`config.mk`:
```
export PLATFORM = sky130hd
export DESIGN_NAME = wishbone_cfg_master
export DESIGN_NICKNAME = d
export VERILOG_FILES = /design/src/rtl/wishbone_cfg_master.sv
export SDC_FILE = /design/constraint.sdc
export NUM_CORES = 1
export LEC_CHECK = 0
export CORE_ASPECT_RATIO = 0.8
export CORE_MARGIN = 2
export CORE_UTILIZATION = 30
export CTS_BUF_LIST = sky130_fd_sc_hd__clkbuf_4
export CTS_CLUSTER_DIAMETER = 120
export DETAILED_ROUTE_END_ITERATION = 10
export PLACE_DENSITY = 0.6
export SLEW_MARGIN = 20
export SYNTH_ARGS = -nofsm -noshare
export SYNTH_HDL_FRONTEND = slang
export SYNTH_SLANG_ARGS = --single-unit
```
`constraint.sdc`:
```
create_clock -name wb_clk_i -period 6.2 [get_ports wb_clk_i]
set_clock_uncertainty 0.15 [all_clocks]
set_input_delay 0.62 -clock wb_clk_i [delete_from_list [all_inputs] [get_ports wb_clk_i]]
set_output_delay 0.62 -clock wb_clk_i [all_outputs]
set_load 0.02 [all_outputs]
```
`src/rtl/wishbone_cfg_master.sv`:
```
`default_nettype none
// ------------------------------------------------------------------------------------------
// wishbone_cfg_master : Wishbone classic initiator expanding CGRA config commands into CSR beats
// Revision            : 1.0 - initial release
// ------------------------------------------------------------------------------------------
module wishbone_cfg_master #(
   parameter logic [31:0] WISHBONE_BASE_ADDR = 32'h3000_0000,
   parameter int unsigned READ_WAIT          = 4,
   parameter int unsigned ACK_TIMEOUT        = 16
) (
   input  logic        wb_clk_i,
   input  logic        wb_rst_i,
   input  logic        cmd_valid_i,
   output logic        cmd_ready_o,
   input  logic [1:0]  cmd_op_i,
   input  logic [31:0] cmd_addr_i,
   input  logic [31:0] cmd_data_i,
   output logic        rsp_valid_o,
   output logic [31:0] rsp_data_o,
   output logic        rsp_err_o,
   output logic        busy_o,
   output logic        wbm_cyc_o,
   output logic        wbm_stb_o,
   output logic        wbm_we_o,
   output logic [3:0]  wbm_sel_o,
   output logic [31:0] wbm_adr_o,
   output logic [31:0] wbm_dat_o,
   input  logic [31:0] wbm_dat_i,
   input  logic        wbm_ack_i
);

   localparam logic [1:0] c_op_write = 2'b00;
   localparam logic [1:0] c_op_read  = 2'b01;
   localparam logic [1:0] c_op_rsvd  = 2'b11;

   localparam logic [7:0] c_off_addr  = 8'h00;
   localparam logic [7:0] c_off_wdata = 8'h04;
   localparam logic [7:0] c_off_rdata = 8'h08;
   localparam logic [7:0] c_off_write = 8'h0C;
   localparam logic [7:0] c_off_read  = 8'h10;
   localparam logic [7:0] c_off_stall = 8'h14;

   typedef enum logic [2:0] {
      S_IDLE = 3'd0,
      S_BEAT = 3'd1,
      S_GAP  = 3'd2,
      S_WAIT = 3'd3,
      S_RESP = 3'd4
   } state_t;

   state_t      r_state;
   state_t      w_next;
   logic [1:0]  r_op;
   logic [31:0] r_addr;
   logic [31:0] r_data;
   logic [31:0] r_rd_data;
   logic [31:0] r_rsp_data;
   logic [31:0] r_cnt;
   logic [2:0]  r_step;
   logic        r_err;

   logic [7:0]  w_off;
   logic [31:0] w_dat;
   logic        w_we;
   logic [1:0]  w_last;
   logic        w_in_beat;
   logic        w_ack;

   assign w_in_beat = (r_state == S_BEAT);
   assign w_ack     = w_in_beat & wbm_ack_i;

   // Beat table: register offset, write data and direction for the current step of the command
   always_comb begin
      w_off  = c_off_stall;
      w_dat  = 32'd0;
      w_we   = 1'b1;
      w_last = 2'd0;
      case (r_op)
         c_op_write: begin
            w_last = 2'd2;
            case (r_step)
               3'd0:    begin w_off = c_off_addr;  w_dat = r_addr; end
               3'd1:    begin w_off = c_off_wdata; w_dat = r_data; end
               default: begin w_off = c_off_write; w_dat = 32'd1;  end
            endcase
         end
         c_op_read: begin
            w_last = 2'd3;
            case (r_step)
               3'd0:    begin w_off = c_off_addr;  w_dat = r_addr; end
               3'd1:    begin w_off = c_off_read;  w_dat = 32'd1;  end
               3'd2:    begin w_off = c_off_rdata; w_we  = 1'b0;   end
               default: begin w_off = c_off_read;  w_dat = 32'd0;  end
            endcase
         end
         default: begin
            w_off = c_off_stall;
            w_dat = {28'd0, r_data[3:0]};
         end
      endcase
   end

   always_comb begin
      w_next = r_state;
      case (r_state)
         S_IDLE: begin
            if (cmd_valid_i) begin
               w_next = (cmd_op_i == c_op_rsvd) ? S_RESP : S_BEAT;
            end
         end
         S_BEAT: begin
            if (w_ack) begin
               w_next = S_GAP;
            end else if (r_cnt == ACK_TIMEOUT - 32'd1) begin
               w_next = S_RESP;
            end
         end
         S_GAP: begin
            if (r_step > {1'b0, w_last}) begin
               w_next = S_RESP;
            end else if ((r_op == c_op_read) && (r_step == 3'd2) && (READ_WAIT != 0)) begin
               w_next = S_WAIT;
            end else begin
               w_next = S_BEAT;
            end
         end
         S_WAIT: begin
            if (r_cnt == READ_WAIT - 32'd1) begin
               w_next = S_BEAT;
            end
         end
         S_RESP:  w_next = S_IDLE;
         default: w_next = S_IDLE;
      endcase
   end

   always_ff @(posedge wb_clk_i or posedge wb_rst_i) begin
      if (wb_rst_i) begin
         r_state    <= S_IDLE;
         r_op       <= 2'd0;
         r_addr     <= 32'd0;
         r_data     <= 32'd0;
         r_rd_data  <= 32'd0;
         r_rsp_data <= 32'd0;
         r_cnt      <= 32'd0;
         r_step     <= 3'd0;
         r_err      <= 1'b0;
      end else begin
         r_state <= w_next;
         // One counter serves both the ack timeout and the read wait; it restarts on every state change
         if (r_state != w_next) begin
            r_cnt <= 32'd0;
         end else if ((r_state == S_BEAT) || (r_state == S_WAIT)) begin
            r_cnt <= r_cnt + 32'd1;
         end
         if ((r_state == S_IDLE) && cmd_valid_i) begin
            r_op      <= cmd_op_i;
            r_addr    <= cmd_addr_i;
            r_data    <= cmd_data_i;
            r_step    <= 3'd0;
            r_rd_data <= 32'd0;
            r_err     <= (cmd_op_i == c_op_rsvd);
         end
         if (w_ack) begin
            r_step <= r_step + 3'd1;
            if ((r_op == c_op_read) && (r_step == 3'd2)) begin
               r_rd_data <= wbm_dat_i;
            end
         end
         if ((r_state == S_BEAT) && (w_next == S_RESP)) begin
            r_err <= 1'b1;
         end
         if ((w_next == S_RESP) && (r_state != S_RESP)) begin
            r_rsp_data <= ((r_state != S_IDLE) && (r_op == c_op_read)) ? r_rd_data : 32'd0;
         end
      end
   end

   assign cmd_ready_o = (r_state == S_IDLE) & ~wb_rst_i;
   assign busy_o      = (r_state != S_IDLE);
   assign rsp_valid_o = (r_state == S_RESP);
   assign rsp_err_o   = rsp_valid_o & r_err;
   assign rsp_data_o  = r_rsp_data;

   assign wbm_cyc_o = w_in_beat;
   assign wbm_stb_o = w_in_beat;
   assign wbm_we_o  = w_in_beat & w_we;
   assign wbm_sel_o = w_in_beat ? 4'hF : 4'h0;
   assign wbm_adr_o = w_in_beat ? (WISHBONE_BASE_ADDR + {24'd0, w_off}) : 32'd0;
   assign wbm_dat_o = w_in_beat ? w_dat : 32'd0;

endmodule
`default_nettype wire

```
==> flow_results.xml, run 1 <==
<?xml version="1.0" encoding="UTF-8"?>
<metrics>
  <group name="outcome">
    <metric name="status" unit="">completed</metric>
  </group>
  <group name="setup_path">
    <metric name="critical_path.endpoint_type" unit="">output port</metric>
    <metric name="critical_path.reg2reg.endpoint" unit="">r_cnt[3]</metric>
    <metric name="timing.critical_path.fanout_max" unit="">28</metric>
    <metric name="crit_end" unit="">wbm_dat_o[8]</metric>
    <metric name="rr_worst_depth" unit="">7</metric>
    <metric name="timing.critical_path.from" unit="">r_step[1]</metric>
    <metric name="cp.required" unit="ns">5.43</metric>
    <metric name="setup.worst_path.class" unit="">reg -&gt; out</metric>
    <metric name="rrSetupSlack" unit="ns">3.04</metric>
    <metric name="worst_setup_path_start_kind" unit="">flop</metric>
    <metric name="worst-endpoint-arrival" unit="ns">3.22</metric>
    <metric name="worst_r2r_startpoint" unit="">r_op[1]</metric>
  </group>
  <group name="synth">
    <metric name="synth_common_cells" unit="">169 x dfrtp_1, 119 x nand2_1, 66 x mux2_2</metric>
    <metric name="post-synth-top-count-cell" unit="">dfrtp_1</metric>
    <metric name="postSynthAreaPerCell" unit="sq um">10.77</metric>
    <metric name="netlist-cell-type-count" unit="">60</metric>
    <metric name="synth.ff_latch_count" unit="">169</metric>
    <metric name="ys_warn_count" unit="">0</metric>
    <metric name="yosys_top_cell_area_share" unit="">0.4914</metric>
    <metric name="synth_area" unit="sq um">8606</metric>
    <metric name="synth_async_sr_flop_share" unit="">1.000</metric>
    <metric name="most_used_dff_post_synth" unit="">dfrtp_1</metric>
    <metric name="synth_top_area_cell" unit="">dfrtp_1</metric>
    <metric name="post_synth_edffs" unit="">0</metric>
    <metric name="seq_area_frac_synth" unit="">0.4914</metric>
    <metric name="synth.area.top_cells" unit="">dfrtp_1 49%, mux2_2 8.6%, nand2_1 5.2%</metric>
    <metric name="netlist_instances" unit="">799</metric>
  </group>
  <group name="floorplanning">
    <metric name="die_footprint" unit="sq um">30070</metric>
    <metric name="core_area" unit="sq um">28280</metric>
    <metric name="std_cell_rows" unit="">55</metric>
    <metric name="start_util" unit="">0.3043</metric>
    <metric name="pin_count" unit="">209</metric>
    <metric name="die_x" unit="um">193.4</metric>
    <metric name="dieHeight" unit="um">155.5</metric>
  </group>
  <group name="clocking">
    <metric name="cts.reportedPaths.clkPinSlew" unit="ns">0.14</metric>
    <metric name="clk_root_buffer_cell" unit="">clkbuf_4</metric>
    <metric name="tritoncts" unit="">yes</metric>
    <metric name="clock_sinks" unit="">169</metric>
    <metric name="post_cts_resized" unit="">0</metric>
    <metric name="postCtsSetupRepairBufs" unit="">0</metric>
    <metric name="htree_num_levels" unit="">4</metric>
    <metric name="cts-hold-fix-buffers" unit="">0</metric>
    <metric name="clock_tree.buffer_depth" unit="">2</metric>
    <metric name="worstSkewPairLatency" unit="ns">0.55</metric>
    <metric name="cts_made_buffers" unit="">17</metric>
  </group>
  <group name="final_layout">
    <metric name="finalCoreUtilization" unit="">0.3814</metric>
    <metric name="fillerInstances" unit="">2821</metric>
    <metric name="layout-area-overhead-vs-synth" unit="%">25.36</metric>
    <metric name="final_design_area_no_fill" unit="sq um">10790</metric>
    <metric name="drive_gt1_frac" unit="">0.1686</metric>
    <metric name="antennaDiodeCount" unit="">0</metric>
    <metric name="finalNetCount" unit="">1057</metric>
  </group>
  <group name="sta">
    <metric name="worst_slew_pin_slew" unit="ns">1.088</metric>
    <metric name="timing_hold_violations_final" unit="">0</metric>
    <metric name="period_share" unit="">0.6428</metric>
    <metric name="setup_ws" unit="ns">2.215</metric>
    <metric name="slew_viol_final" unit="">0</metric>
    <metric name="setup_viol" unit="">0</metric>
    <metric name="tns" unit="ns">0</metric>
    <metric name="maxClockFrequency" unit="MHz">250.9</metric>
    <metric name="finalCriticalPeriod" unit="ns">3.985</metric>
    <metric name="slew_headroom" unit="">0.2746</metric>
    <metric name="grt_setup_unrepaired" unit="">no</metric>
    <metric name="whs" unit="ns">0.3644</metric>
  </group>
  <group name="grt">
    <metric name="grt_max_degree" unit="">70</metric>
    <metric name="grt_antenna_before_repair" unit="">1</metric>
    <metric name="global_route.usage.total" unit="">0.1463</metric>
    <metric name="grt_pass1_vias" unit="">6324</metric>
    <metric name="wire_length_of_the_first_global_routing_pass" unit="um">35380</metric>
    <metric name="grt_overflow_total" unit="">0</metric>
  </group>
  <group name="route">
    <metric name="drtPass1Iterations" unit="">4</metric>
    <metric name="detail_route.drc_violations" unit="">0</metric>
    <metric name="antenna_left" unit="">0</metric>
    <metric name="routed-via-count" unit="">6313</metric>
    <metric name="drt-initial-drc-count" unit="">357</metric>
    <metric name="routed_via_density" unit="">4.743</metric>
    <metric name="wl" unit="um">22160</metric>
    <metric name="routedWlPerCell" unit="um">16.65</metric>
  </group>
  <group name="placed_design">
    <metric name="placed_cell_area" unit="sq um">10490</metric>
    <metric name="place_hpwl" unit="um">14610</metric>
    <metric name="gpl.final_weighted_congestion" unit="">0.7662</metric>
    <metric name="dp_slack" unit="ns">2.850</metric>
    <metric name="port_buffers" unit="">181</metric>
  </group>
  <group name="min_path">
    <metric name="hold_wc_path_type" unit="">reg -&gt; reg</metric>
  </group>
  <group name="job">
    <metric name="timing.max_cap.violations" unit="">0</metric>
  </group>
  <group name="power">
    <metric name="worst_ir_drop_vdd" unit="V">0.0002208</metric>
    <metric name="p_leak" unit="nW">4.434</metric>
    <metric name="power.density" unit="nW/um^2">434.6</metric>
  </group>
</metrics>
==> worst min path at each step <==
stage | from | to | slack (ns) | depth (start not counted)
5_1_grt | wbm_dat_i[12] | r_rd_data[12] | 0.36 | 3
2_1_floorplan | r_err | r_err | 0.31 | 2
4_1_cts | wbm_dat_i[18] | r_rd_data[18] | 0.35 | 3
3_3_place_gp | r_rd_data[5] | r_rd_data[5] | 0.33 | 2
3_5_place_dp | r_rd_data[31] | r_rd_data[31] | 0.33 | 2
6_report | r_rd_data[29] | r_rd_data[29] | 0.36 | 2
==> routing by layer <==
metal	part of all wire	GRT usage
met3	0.059	0.04617
met1	0.48	0.1995
met4	0.016	0.03780
met2	0.45	0.2252
met5	0.00059	0
==> final cells by class <==
| class | instances | area (sq um) | area share |
|---|---|---|---|
| flip-flops and latches | 169 | 4229 | 0.3920 |
| clock buffers | 18 | 135.1 | 0.01253 |
| repair buffers | 192 | 1914 | 0.1775 |
| multi-input cells | 529 | 3757 | 0.3483 |
| clock inverters | 14 | 137.6 | 0.01276 |
| well taps | 370 | 462.9 | 0.04291 |
| inverters | 39 | 151.4 | 0.01403 |
==> report_power, final <==
part	internal (mW)	leakage, nW	switching (mW)
logic	1.00	2.09	1.29
clock network	0.213	0.150	0.426
registers	1.49	2.20	0.268
total	2.70	4.43	1.99
==> metrics by stage <==
step	cells	power (mW)
4_1_cts	1330	4.736
5_1_grt	1331	5.002
6_report	1331	4.688
3_3_place_gp	1298	4.050
2_1_floorplan	825	3.319
3_5_place_dp	1298	4.077
==> cells by family after synthesis <==
family	after synthesis	share of synthesized area
adders and majority gates	7	0.01018
buffers and inverters	127	0.08607
and+or+nand+nor	303	0.2025
muxes	101	0.1271
AOI/OAI and AO/OA	61	0.05176
DFF	169	0.4914
other	1	0.0004358
xor gates and xnor gates	30	0.03053
==> state kept, by name, summed over array words and instances, names as in the netlist <==
| name | cells |
|---|---|
| r_step | 3 |
| r_rd_data | 32 |
| r_state | 3 |
| r_cnt | 32 |
| r_err | 1 |
| r_addr | 32 |
| r_op | 2 |
| r_data | 32 |
| rsp_data_o | 32 |
==> critical path, cell delays in order, from the launching register on <==
cell	delay, ns
dfrtp_1	0.45
inv_1	0.11
ha_1	0.24
nor4b_2	0.50
buf_4	0.44
a22oi_1	0.11
nor2_1	0.17
clkdlybuf4s50_1	0.64
==> cells in the final DEF (no fill, tap or decap), drive strengths merged, types with 3 or more instances in the layout <==
cell type      netlist  layout
ha                   7       7
clkinv               0       7
nand3b               3       3
a211oi               3       3
mux2i               35      35
mux2                66      66
nor4                43      43
and3                 4       4
clkbuf              32      18
conb                 1      27
o21ai                8       8
a22oi               29      29
nor3b                4       4
nor2b                4       4
nand3               40      40
xor2                25      25
nand2              119     119
dfrtp              169     169
xnor2                5       5
nor2                40      40
and2                 5       5
a21oi                8       8
buf                 56      11
clkdlybuf4s50        0     181
and4                 5       5
inv                 39      44
nand4               20      20
nor3                 5       5
Note: power is estimated with default switching activity, not from simulation.
==> inputs of run 2 (changes only) <==
- PLACE_DENSITY: 0.6 -> 0.62
- clock period: 6.2 -> 3.3 ns (I/O delays scaled with it)
==> flow_results.xml, run 2 (synthesis gave the netlist of run 1 again) <==
<?xml version="1.0" encoding="UTF-8"?>
<metrics>
  <group name="min_path">
    <metric name="hold_wc_path_type" unit="">in -&gt; reg</metric>
    <metric name="hold_end" unit="">r_rd_data[22]</metric>
    <metric name="hold_path_startpoint" unit="">wbm_dat_i[22]</metric>
    <metric name="min_path_cells" unit="">3</metric>
  </group>
  <group name="sta">
    <metric name="maxClockFrequency" unit="MHz">317.4</metric>
    <metric name="finalCriticalPeriod" unit="ns">3.150</metric>
    <metric name="slew_viol_final" unit="">0</metric>
    <metric name="timing_hold_violations_final" unit="">0</metric>
    <metric name="grt_setup_unrepaired" unit="">no</metric>
    <metric name="tns" unit="ns">0</metric>
    <metric name="period_share" unit="">0.9546</metric>
    <metric name="worst_slew_pin_slew" unit="ns">0.8735</metric>
    <metric name="slew_headroom" unit="">0.4164</metric>
    <metric name="setup_viol" unit="">0</metric>
  </group>
  <group name="setup_path">
    <metric name="cp.required" unit="ns">2.82</metric>
    <metric name="worst-endpoint-arrival" unit="ns">2.67</metric>
    <metric name="rrSetupSlack" unit="ns">0.42</metric>
    <metric name="worst_setup_path_start_kind" unit="">flop</metric>
    <metric name="worst_r2r_startpoint" unit="">r_state[2]</metric>
    <metric name="critical_path.cell_chain" unit="">or3b_4 -&gt; buf_4 -&gt; nor3_1 -&gt; clkdlybuf4s50_1</metric>
    <metric name="critical_path.reg2reg.endpoint" unit="">rsp_data_o[14]</metric>
    <metric name="timing.critical_path.fanout_max" unit="">16</metric>
    <metric name="setup.worst_path.class" unit="">reg -&gt; out</metric>
    <metric name="rr_worst_depth" unit="">6</metric>
    <metric name="cell_at_the_slowest_stage_of_the_critical_path" unit="">clkdlybuf4s50_1</metric>
    <metric name="critical_path.endpoint_type" unit="">output port</metric>
    <metric name="critPathMaxStageDelay" unit="ns">0.64</metric>
  </group>
  <group name="grt">
    <metric name="wire_length_of_the_first_global_routing_pass" unit="um">36130</metric>
    <metric name="global_route.usage.total" unit="">0.1492</metric>
    <metric name="grt_overflow_total" unit="">0</metric>
    <metric name="grt_antenna_before_repair" unit="">1</metric>
    <metric name="grt_pass1_vias" unit="">6667</metric>
    <metric name="grt_max_degree" unit="">40</metric>
  </group>
  <group name="clocking">
    <metric name="clock_tree.buffer_depth" unit="">2</metric>
    <metric name="cts.reportedPaths.clkPinSlew" unit="ns">0.14</metric>
    <metric name="worstSkewPairLatency" unit="ns">0.56</metric>
    <metric name="htree_num_levels" unit="">4</metric>
    <metric name="clk_root_buffer_cell" unit="">clkbuf_4</metric>
    <metric name="cts_made_buffers" unit="">17</metric>
    <metric name="clock_sinks" unit="">169</metric>
    <metric name="tritoncts" unit="">yes</metric>
  </group>
  <group name="job">
    <metric name="timing.max_cap.violations" unit="">0</metric>
  </group>
  <group name="final_layout">
    <metric name="finish.cell_count_without_fillers" unit="">1346</metric>
    <metric name="mostFrequentLayoutCell" unit="">dfrtp_1</metric>
    <metric name="drive_gt1_frac" unit="">0.1844</metric>
    <metric name="finalCoreUtilization" unit="">0.3927</metric>
    <metric name="antennaDiodeCount" unit="">0</metric>
    <metric name="finalNetCount" unit="">1073</metric>
    <metric name="fillerInstances" unit="">2750</metric>
    <metric name="most-common-layout-cells" unit="">168 x dfrtp_1, 149 x clkdlybuf4s50_1, 119 x nand2_1, 66 x mux2_2, 40 x nand3_1</metric>
    <metric name="layout-area-overhead-vs-synth" unit="%">29.08</metric>
  </group>
  <group name="placed_design">
    <metric name="gpl.final_weighted_congestion" unit="">0.8268</metric>
    <metric name="port_buffers" unit="">181</metric>
    <metric name="placed_cell_count" unit="">1312</metric>
    <metric name="place_hpwl" unit="um">15310</metric>
  </group>
  <group name="outcome">
    <metric name="status" unit="">completed</metric>
  </group>
  <group name="power">
    <metric name="power.density" unit="nW/um^2">824.7</metric>
    <metric name="finalPower" unit="mW">9.161</metric>
    <metric name="worst_ir_drop_vdd" unit="V">0.0004554</metric>
    <metric name="p_leak" unit="nW">5.041</metric>
  </group>
  <group name="floorplanning">
    <metric name="die_x" unit="um">193.4</metric>
    <metric name="pin_count" unit="">209</metric>
    <metric name="die_footprint" unit="sq um">30070</metric>
    <metric name="std_cell_rows" unit="">55</metric>
    <metric name="start_util" unit="">0.3043</metric>
    <metric name="dieHeight" unit="um">155.5</metric>
    <metric name="core_area" unit="sq um">28280</metric>
  </group>
  <group name="route">
    <metric name="detail_route.drc_violations" unit="">0</metric>
    <metric name="drt-initial-drc-count" unit="">449</metric>
    <metric name="routed-via-count" unit="">6451</metric>
    <metric name="routed_via_density" unit="">4.793</metric>
    <metric name="routedWlPerCell" unit="um">16.65</metric>
    <metric name="wl" unit="um">22410</metric>
    <metric name="antenna_left" unit="">0</metric>
    <metric name="drtPass1Iterations" unit="">5</metric>
  </group>
</metrics>
-- run 2: cell types whose count changed in the layout (fill, tap and decap cells not counted), sizes merged --
cell and delta:
buf +15, bufinv +3, clkbuf +3, clkdlybuf4s50 -32, clkinv -7, clkinvlp +4
dlygate4sd2 +5, dlymetal6s2s +27, inv -4, or3b +1
-- run 2: final cells by class --
cell class              instances  area (sq um)  area share
clock buffers                  21         157.7     0.01419
clock inverters                10         167.7     0.01509
inverters                      39         150.1     0.01352
multi-input cells             530          3785      0.3407
flip-flops and latches        169          4230      0.3808
well taps                     370         462.9     0.04168
repair buffers                207          2155      0.1940
-- run 2: timing repair --
action,CTS,global route
pin swaps,0,1
gates resized for setup,9,30
hold buffers,0,0
endpoints found under the hold margin,0,0
setup buffers,0,2
gates cloned,1,0
endpoints found under the setup margin,24,30
-- run 2: power breakdown --
group          switching (mW)  internal [mW]  leakage (nW)
Combinational            2.45           2.01          2.68
Sequential              0.527           2.80          2.20
Clock                   0.736          0.636         0.163
Total                    3.71           5.45          5.04
-- run 2: how the worst max path moves through the flow --
stage | start | endpoint | slack (ns) | depth (start not counted)
after floorplan | wb_rst_i | r_addr[0] | 0.67 | 1
after global placement | r_state[0] | rsp_data_o[17] | 0.56 | 6
after detailed placement | r_state[0] | rsp_data_o[1] | 0.49 | 6
after CTS | r_step[0] | wbm_dat_o[24] | 0.002 | 7
after global routing | r_state[2] | wbm_adr_o[2] | 0.03 | 4
final | r_state[2] | wbm_adr_o[3] | 0.15 | 4
-- run 2: per-layer routing --
layer / up-vias / GRT usage / part of all wire
met4: 2 / 0.04726 / 0.022
met5: - / 0 / 0.00058
met1: 3210 / 0.2022 / 0.47
met2: 175 / 0.2340 / 0.45
li1: 3033 / - / -
met3: 31 / 0.03859 / 0.054
-- run 2: stage by stage --
step	worst slack [ns]	cell area [sq um]	hold WS (ns)
6_report	0.1498	11110	0.1281
5_1_grt	0.02832	11110	0.06481
4_1_cts	0.001983	11010	0.07988
3_5_place_dp	0.4920	10670	0.3338
3_3_place_gp	0.5566	10670	0.3298
2_1_floorplan	0.6653	8707	0.2854
-- run 2: worst max-delay path: cells and delay by family, from the launching register on --
kind / cells / cell delay [ns]
flops: 1 / 0.53
buf+inv: 2 / 0.86
simple gates: 2 / 0.73
